--- src/rtl/instr_fetch_unit.sv ---
// rtl/instr_fetch_unit.sv - instruction fetch unit: PC owner, imem req/gnt/rvalid master, decode valid/ready source
//
// Purpose:
//   Owns the program counter and fetches one 32-bit word at a time from
//   instruction memory. It presents each word with its PC to decode until
//   decode accepts it. Control-unit redirects (pc_src/branch_target) take
//   priority over everything else, and any fetch already in flight is dropped.
//
// Optional feature macro: IFU_MISALIGN_TRAP_EN
//   Defined   : a redirect to a target with bits [1:0] != 0 parks the unit in
//               FAULT with fetch_fault=1 and the target on instr_pc, until reset.
//   Undefined : the low two target bits are cleared and fetch_fault is tied 0.
//
// Ports:
//   clk            in   1   core clock, rising edge
//   rstn           in   1   synchronous active-low reset
//   pc_src         in   1   redirect request
//   branch_target  in  32   redirect target PC
//   imem_req       out  1   fetch request (high only in FETCH)
//   imem_addr      out 32   fetch byte address (current PC)
//   imem_gnt       in   1   memory accepted the request
//   imem_rvalid    in   1   read data valid
//   imem_rdata     in  32   read data
//   instr_valid    out  1   instruction valid to decode
//   instr_ready    in   1   decode accepts instruction
//   instr          out 32   instruction (NOP_INSTR when not valid)
//   instr_pc       out 32   PC of the presented instruction
//   fetch_fault    out  1   sticky misaligned-redirect flag
module instr_fetch_unit #(
  parameter logic [31:0] RESET_PC  = 32'h0000_0000,
  parameter logic [31:0] NOP_INSTR = 32'h0000_0013
) (
  input  logic        clk,
  input  logic        rstn,
  input  logic        pc_src,
  input  logic [31:0] branch_target,
  output logic        imem_req,
  output logic [31:0] imem_addr,
  input  logic        imem_gnt,
  input  logic        imem_rvalid,
  input  logic [31:0] imem_rdata,
  output logic        instr_valid,
  input  logic        instr_ready,
  output logic [31:0] instr,
  output logic [31:0] instr_pc,
  output logic        fetch_fault
);

`ifdef IFU_MISALIGN_TRAP_EN
  typedef enum logic [1:0] {S_FETCH, S_WAIT, S_HOLD, S_FAULT} state_t;
`else
  typedef enum logic [1:0] {S_FETCH, S_WAIT, S_HOLD} state_t;
`endif

  state_t      r_state, w_state_nxt;
  logic [31:0] r_pc, w_pc_nxt;
  logic        r_discard, w_discard_nxt;
  logic        r_instr_valid, w_instr_valid_nxt;
  logic [31:0] r_instr, w_instr_nxt;
  logic [31:0] r_instr_pc, w_instr_pc_nxt;
  logic [31:0] w_target;

  // Aligned redirect target; in the trap build a misaligned target never
  // reaches the normal paths because the FAULT override below wins.
  assign w_target = branch_target & 32'hFFFF_FFFC;

`ifdef IFU_MISALIGN_TRAP_EN
  logic r_fault, w_fault_nxt;
  logic w_misalign;
  assign w_misalign  = pc_src && (branch_target[1:0] != 2'b00);
  assign fetch_fault = r_fault;
`else
  assign fetch_fault = 1'b0;
`endif

  always_ff @(posedge clk) begin
    if (!rstn) begin
      r_state       <= S_FETCH;
      r_pc          <= RESET_PC;
      r_discard     <= 1'b0;
      r_instr_valid <= 1'b0;
      r_instr       <= NOP_INSTR;
      r_instr_pc    <= RESET_PC;
`ifdef IFU_MISALIGN_TRAP_EN
      r_fault       <= 1'b0;
`endif
    end else begin
      r_state       <= w_state_nxt;
      r_pc          <= w_pc_nxt;
      r_discard     <= w_discard_nxt;
      r_instr_valid <= w_instr_valid_nxt;
      r_instr       <= w_instr_nxt;
      r_instr_pc    <= w_instr_pc_nxt;
`ifdef IFU_MISALIGN_TRAP_EN
      r_fault       <= w_fault_nxt;
`endif
    end
  end

  always_comb begin
    w_state_nxt       = r_state;
    w_pc_nxt          = r_pc;
    w_discard_nxt     = r_discard;
    w_instr_valid_nxt = r_instr_valid;
    w_instr_nxt       = r_instr;
    w_instr_pc_nxt    = r_instr_pc;
`ifdef IFU_MISALIGN_TRAP_EN
    w_fault_nxt       = r_fault;
`endif

    case (r_state)
      S_FETCH: begin
        if (pc_src) w_pc_nxt = w_target;
        if (imem_gnt) begin
          w_state_nxt = S_WAIT;
          // A request granted in the redirect cycle was for the old PC.
          w_discard_nxt = pc_src;
        end
      end
      S_WAIT: begin
        if (pc_src) begin
          w_pc_nxt      = w_target;
          w_discard_nxt = 1'b1;
        end
        if (imem_rvalid) begin
          if (r_discard || pc_src) begin
            w_state_nxt = S_FETCH;
          end else begin
            w_state_nxt       = S_HOLD;
            w_instr_nxt       = imem_rdata;
            w_instr_pc_nxt    = r_pc;
            w_instr_valid_nxt = 1'b1;
          end
          w_discard_nxt = 1'b0;
        end
      end
      S_HOLD: begin
        // A redirect overrides a simultaneous accept: no pc+4.
        if (pc_src || instr_ready) begin
          w_pc_nxt          = pc_src ? w_target : r_pc + 32'd4;
          w_state_nxt       = S_FETCH;
          w_instr_valid_nxt = 1'b0;
          w_instr_nxt       = NOP_INSTR;
        end
      end
`ifdef IFU_MISALIGN_TRAP_EN
      S_FAULT: begin
      end
`endif
      default: w_state_nxt = S_FETCH;
    endcase

`ifdef IFU_MISALIGN_TRAP_EN
    // Misaligned redirect beats every state transition; FAULT is terminal.
    if (w_misalign && (r_state != S_FAULT)) begin
      w_state_nxt       = S_FAULT;
      w_fault_nxt       = 1'b1;
      w_pc_nxt          = branch_target;
      w_instr_pc_nxt    = branch_target;
      w_instr_valid_nxt = 1'b0;
      w_instr_nxt       = NOP_INSTR;
      w_discard_nxt     = 1'b0;
    end
`endif
  end

  assign imem_req    = (r_state == S_FETCH);
  assign imem_addr   = r_pc;
  assign instr_valid = r_instr_valid;
  assign instr       = r_instr;
  assign instr_pc    = r_instr_pc;

endmodule

--- config.mk ---
export PLATFORM = sky130hd
export DESIGN_NAME = instr_fetch_unit
export DESIGN_NICKNAME = d
export VERILOG_FILES = /design/src/rtl/instr_fetch_unit.sv
export SDC_FILE = /design/constraint.sdc
export NUM_CORES = 1
export LEC_CHECK = 0
export CORE_MARGIN = 8
export CORE_UTILIZATION = 48
export CTS_CLUSTER_SIZE = 12
export DETAILED_ROUTE_END_ITERATION = 10
export GPL_ROUTABILITY_DRIVEN = 0
export MAX_ROUTING_LAYER = met4
export PLACE_DENSITY = 0.86
export SETUP_SLACK_MARGIN = 0.15
export SYNTH_ARGS = -nofsm -noshare
export SYNTH_HDL_FRONTEND = slang
export SYNTH_SLANG_ARGS = --single-unit
--- constraint.sdc ---
create_clock -name clk -period 6.9 [get_ports clk]
set_clock_uncertainty 0.15 [all_clocks]
set_input_delay 2.07 -clock clk [delete_from_list [all_inputs] [get_ports clk]]
set_output_delay 2.07 -clock clk [all_outputs]
set_load 0.01 [all_outputs]
**Yosys cells after proc, flatten, opt, wreduce, memory -nomap -nowiden**

Index checks and enable logic that the tools add are counted.

- Memories: 0
- Memory bits (read-only): 0
- RAM bits: 0
- Latch bits: 0
- Logic and storage cells: 49
- Register bits: 100

- Reduce and logical (&&, ||, !) cells: 12
- Bitwise gates (word level): 1
- Equal/unequal tests: 8
- $add $sub $neg: 1
- Multiplexer cells: 21
- $mul: 0
- Div/mod/pow operators: 0
- Shifts and indexed selects: 0
- Order comparisons: 0

Operator list:

| kind | number |
|---|---|
| $mux 32 | 6 |
| $pmux 32 s2 | 2 |
| $add 32x3->32 const B | 1 |
| $reduce_and 3->1 | 4 |
| $mux 2 | 4 |
| $mux 1 | 6 |
| $ne 2x2->1 const B | 3 |
| $pmux 2 s3 | 1 |
| $reduce_bool 2->1 | 3 |
| $ne 2x1->1 const B | 2 |
| $pmux 1 s2 | 2 |
| $reduce_and 4->1 | 1 |
| $ne 3x3->1 const B | 1 |
| $eq 2x1->1 const B | 1 |
| $eq 2x2->1 const B | 1 |
| $logic_not 2->1 | 1 |
| $logic_or 1x1->1 | 2 |
| $reduce_or 2->1 | 1 |
| $not 1->1 | 1 |

**Logic depth before layout (Yosys ltp)**

- Depth after elaboration: 4
- Depth in mapped cells: 6
- Mapped depth without buffers: 5

**Worst setup path after synthesis**

No wires, ideal clock.

- Path kind: input to register
- Start point: in rstn
- End point: reg r_pc[31] (netlist: imem_addr[31])
- Stages on the path: 5
- Arrival: 3.345 ns
- Setup time: 0.063 ns
- Path slack: 3.343 ns
- Cell sequence: nor4bb_1 > clkbuf_1 > nand3_1 > or4_1 > nand3_1

RTL lines:

| item | line | source |
|---|---|---|
| from (decl) | 34 | `input logic rstn,` |
| to (signal assigned) | 89 | `r_pc <= w_pc_nxt;` |
| to (decl) | 56 | `logic [31:0] r_pc, w_pc_nxt;` |

==> impl_summary.md <==
Status
The flow ran to the end, and the final reports show no timing, DRC or antenna violations.

Timing
The final-report max-slew violation count is 0. The final hold violation count is 0. Setup repair after global routing left no endpoint under its margin. The clock period minus worst slack is approximately 4.6 ns. For this run, the top clock speed supported by timing is between 200 and 250 MHz. For the pin with the worst max-slew slack, the measured transition is about 1.2 ns.

Setup violations remaining at the end of the flow were counted as 0. The sum of negative setup slack is 0 ns. Measured against its own limit, the worst slew margin works out to 22.3%. Of the available clock period, the critical path in the final layout requires 67.3%.

Clocking
The number of hold buffers added after CTS was 0. The number of clock sinks is 96. CTS built an H-tree with a depth of 3. Once the clock tree was built, the setup fixing pass inserted 0 buffers.

The maximum clock insertion buffer count is 2. The TritonCTS clock tree is done. The clock reaches the later pin of the worst-skew pair after 0.36 ns. Once the clock tree was built, the resizer swapped 0 gates to a different size. Clock tree synthesis inserted a total of 9 buffers. The root buffer cell is clkbuf_8. Clock-pin slew was measured on the worst setup and hold paths at 0.10 ns.

Final layout
The growth of design area from synthesis to finish is 39.8%. The final layout net count is 756. The fraction of layout cells with a size suffix above 1 is 6.96%.

The final-layout fill cell count is 747. Once layout is done, the placed cells without fillers occupy 6250 µm². The number of antenna diodes in the final layout is 0.

Synth
The synthesized area is 4470 µm². Counting flops with an async set or reset pin after synthesis yields a share of 0%. During synthesis, Yosys emitted a total of 0 warnings. The primary flip-flop cell chosen by synthesis mapping is dfxtp_1. The number of distinct library cells after synthesis is 64. The number of instances in the synthesized netlist is 558. The per-instance average area after synthesis is roughly 8.0 µm². In this run, synthesis produced a sequential element count of 96. The number of flops mapped to enable cells by yosys is 0. The share of the Yosys chip area taken by registers is 43.0%.

Floorplanning
The core region is just over 9000 µm². For this configuration, the core starts out at a cell density of 48.9%. The I/O pin count is 169. Measured along the y axis, the die boundary spans 113 µm. The overall die area is approximately 13000 µm². The die span in x is 113 µm. The number of rows in the core area is 35.

Place
The detailed-placement wirelength estimate is between 10000 and 15000 µm. The total cell area at the placement stage is a little over 6000 µm². The count of input and output buffers is 161.

Worst setup path
The master of the slowest instance on the critical path is clkdlybuf4s50_1. The required time of the critical path is 7.05 ns. The arrival time of data at the critical path endpoint is approximately 4.8 ns. The critical path capture point type is a register.

The critical path class is primary input to register. The biggest fanout along the worst timing path is 17. The cell type group with the largest total delay on the critical path is buffers and inverters. In this design, the stage delay of the slowest critical-path cell is 0.88 ns. The worst path buffer plus inverter count is 3. The worst setup path is launched from a primary input. Walking the worst path, the cells encountered are clkdlybuf4s50_1 -> buf_4 -> nor4bb_1 -> buf_4 -> nand3_1 -> or4_1 -> nand3_1.

Routing
The average wire per standard cell is 18.3 µm. Before antenna repair, the detailed router went through 7 iterations. The detailed router finished its first iteration with 290 violations. For this run, design rule violations remaining after detail routing come to 0. The count of vias placed by the detailed router is 4756. Once detail routing completed, the nets flagged for antenna violations numbered 0. Using the TritonRoute via totals, the vias-per-cell ratio works out to 5.94.

The aggregate routed wire length is 14700 µm.

GRT
Entering global routing, the biggest net connects 62 pins. Global routing finished with a remaining overflow of 0. The first global-routing pass estimated 23700 µm of wire.

The number of antenna violations at the first check in global routing is 0. The number of global-route vias before repair came to about 4.8k. The global-route total usage across every layer is 23.4%.

Pwr
The leakage power of the design is 2.09 nW. The peak supply drop is 130 µV. The total power divided by cell area is 184 nW/µm².

Flow run
Across the run, the number of max-cap violations was 0.

Worst hold path
In this run the worst hold path is classified as register to register.
-- synth_stat cells, drive strengths merged, types with 4 or more instances --
cell,count,area [µm²]
dfxtp,96,1920
nand2,88,330
nor2,59,221
a21oi,58,290
clkbuf,47,179
a22oi,34,255
nand3,19,105
o21ai,13,65.1
nand4,11,68.8
and2,9,56.3
a41oi,8,70.1
buf,8,65.1
o211ai,8,60.1
or4,8,65.1
nor3,7,35.0
o221a,6,67.6
o311ai,6,52.6
inv,5,18.8
nor2b,5,31.3
nor4,5,31.3
and4,4,36.3
mux2i,4,40.0
nor3b,4,35.0
-- cell families after synthesis --
logic type	synth area share, %
compound gates	24.4
mux	1.15
buf+inv	5.88
other cells	0.0839
fa+ha+maj	0.280
flops	43.0
simple gates	25.2
-- report_power, final --
group	leakage (nW)	internal (mW)	total (mW)	switching, mW
Combinational	1.21	0.0900	0.161	0.0711
Clock	0.102	0.179	0.385	0.206
Sequential	0.782	0.573	0.602	0.0294
Total	2.09	0.841	1.15	0.307
-- flip-flops by register name, indices dropped and copies added (netlist names) --
register	flops
r_state	2
instr_pc	30
r_discard	1
instr	32
imem_addr	30
instr_valid	1
-- cell type report --
class	count	area [µm²]	share of cell area, %
Clock buffer	10	138	2.20
Clock inverter	6	68.8	1.10
Inverter	5	18.8	0.300
Multi-Input combinational cell	406	2310	36.9
Sequential cell	96	1920	30.7
Tap cell	111	139	2.22
Timing Repair Buffer	167	1660	26.5
-- per-stage QoR --
stage | setup slack (ns) | hold WS, ns | instances | utilization [%] | power, mW
2_1_floorplan | 3.34 | 0.331 | 562 | - | 0.680
4_1_cts | 2.29 | 0.308 | 801 | 68.3 | 1.15
3_3_place_gp | 2.05 | 0.290 | 785 | 66.0 | 0.769
5_1_grt | 2.14 | 0.333 | 801 | 68.3 | 1.20
6_report | 2.25 | 0.307 | 801 | 68.3 | 1.15
3_5_place_dp | 1.93 | 0.296 | 785 | 66.0 | 0.774
-- worst reg2reg max path, stage by stage, from the launching register on --
cell and delay [ns]:
dfxtp_1 0.64, nor4b_1 0.57, and2_2 1.05, a22oi_1 0.23, nor2_1 0.15
-- placed cells by master, fill, tap and decap left out, types with 2 or more instances in the layout --
cell	Yosys	final
a211oi_1	3	3
a21boi_0	2	2
a21o_1	2	2
a21oi_1	58	58
a22oi_1	34	33
a31o_2	2	2
a31oi_1	2	2
a32oi_1	2	2
a41oi_1	8	8
and2_0	4	4
and2_1	5	4
and3_1	2	2
and4_1	3	3
buf_4	5	6
clkbuf_8	0	10
clkdlybuf4s50_1	0	161
clkinv_4	0	3
conb_1	1	5
dfxtp_1	96	96
inv_1	5	4
mux2i_1	4	4
nand2_1	88	88
nand3_1	17	17
nand3_2	2	2
nand4_1	11	11
nor2_1	59	59
nor2b_1	5	5
nor3_1	7	7
nor3b_1	3	3
nor4_1	5	5
o211ai_1	8	8
o21ai_0	13	13
o221a_2	6	6
o22ai_1	3	3
o311ai_0	6	6
o31a_1	2	2
o41ai_1	2	2
or2_2	3	3
or4_1	6	6
-- worst paths after layout --
path | endpoint | cells after the start | startpoint | slack (ns)
max | imem_addr[31]$_SDFFE_PN0P_ | 7 | rstn | 2.25
min | instr_pc[5]$_SDFFE_PN0P_ | 2 | instr_pc[5]$_SDFFE_PN0P_ | 0.31
max reg2reg | instr[5]$_SDFFE_PN0P_ | 4 | r_state[0]$_SDFFE_PN0P_ | 4.05
min reg2reg | instr_pc[5]$_SDFFE_PN0P_ | 2 | instr_pc[5]$_SDFFE_PN0P_ | 0.31
-- per-layer routing --
metal | vias up | GRT usage [%] | wire [µm]
met2 | 217 | 37.5 | 7010
li1 | 2265 | - | -
met4 | 0 | 7.55 | 194
met3 | 22 | 8.27 | 1380
met1 | 2252 | 26.8 | 6100
met5 | - | - | 0
Note: power is estimated with default switching activity, not from simulation.
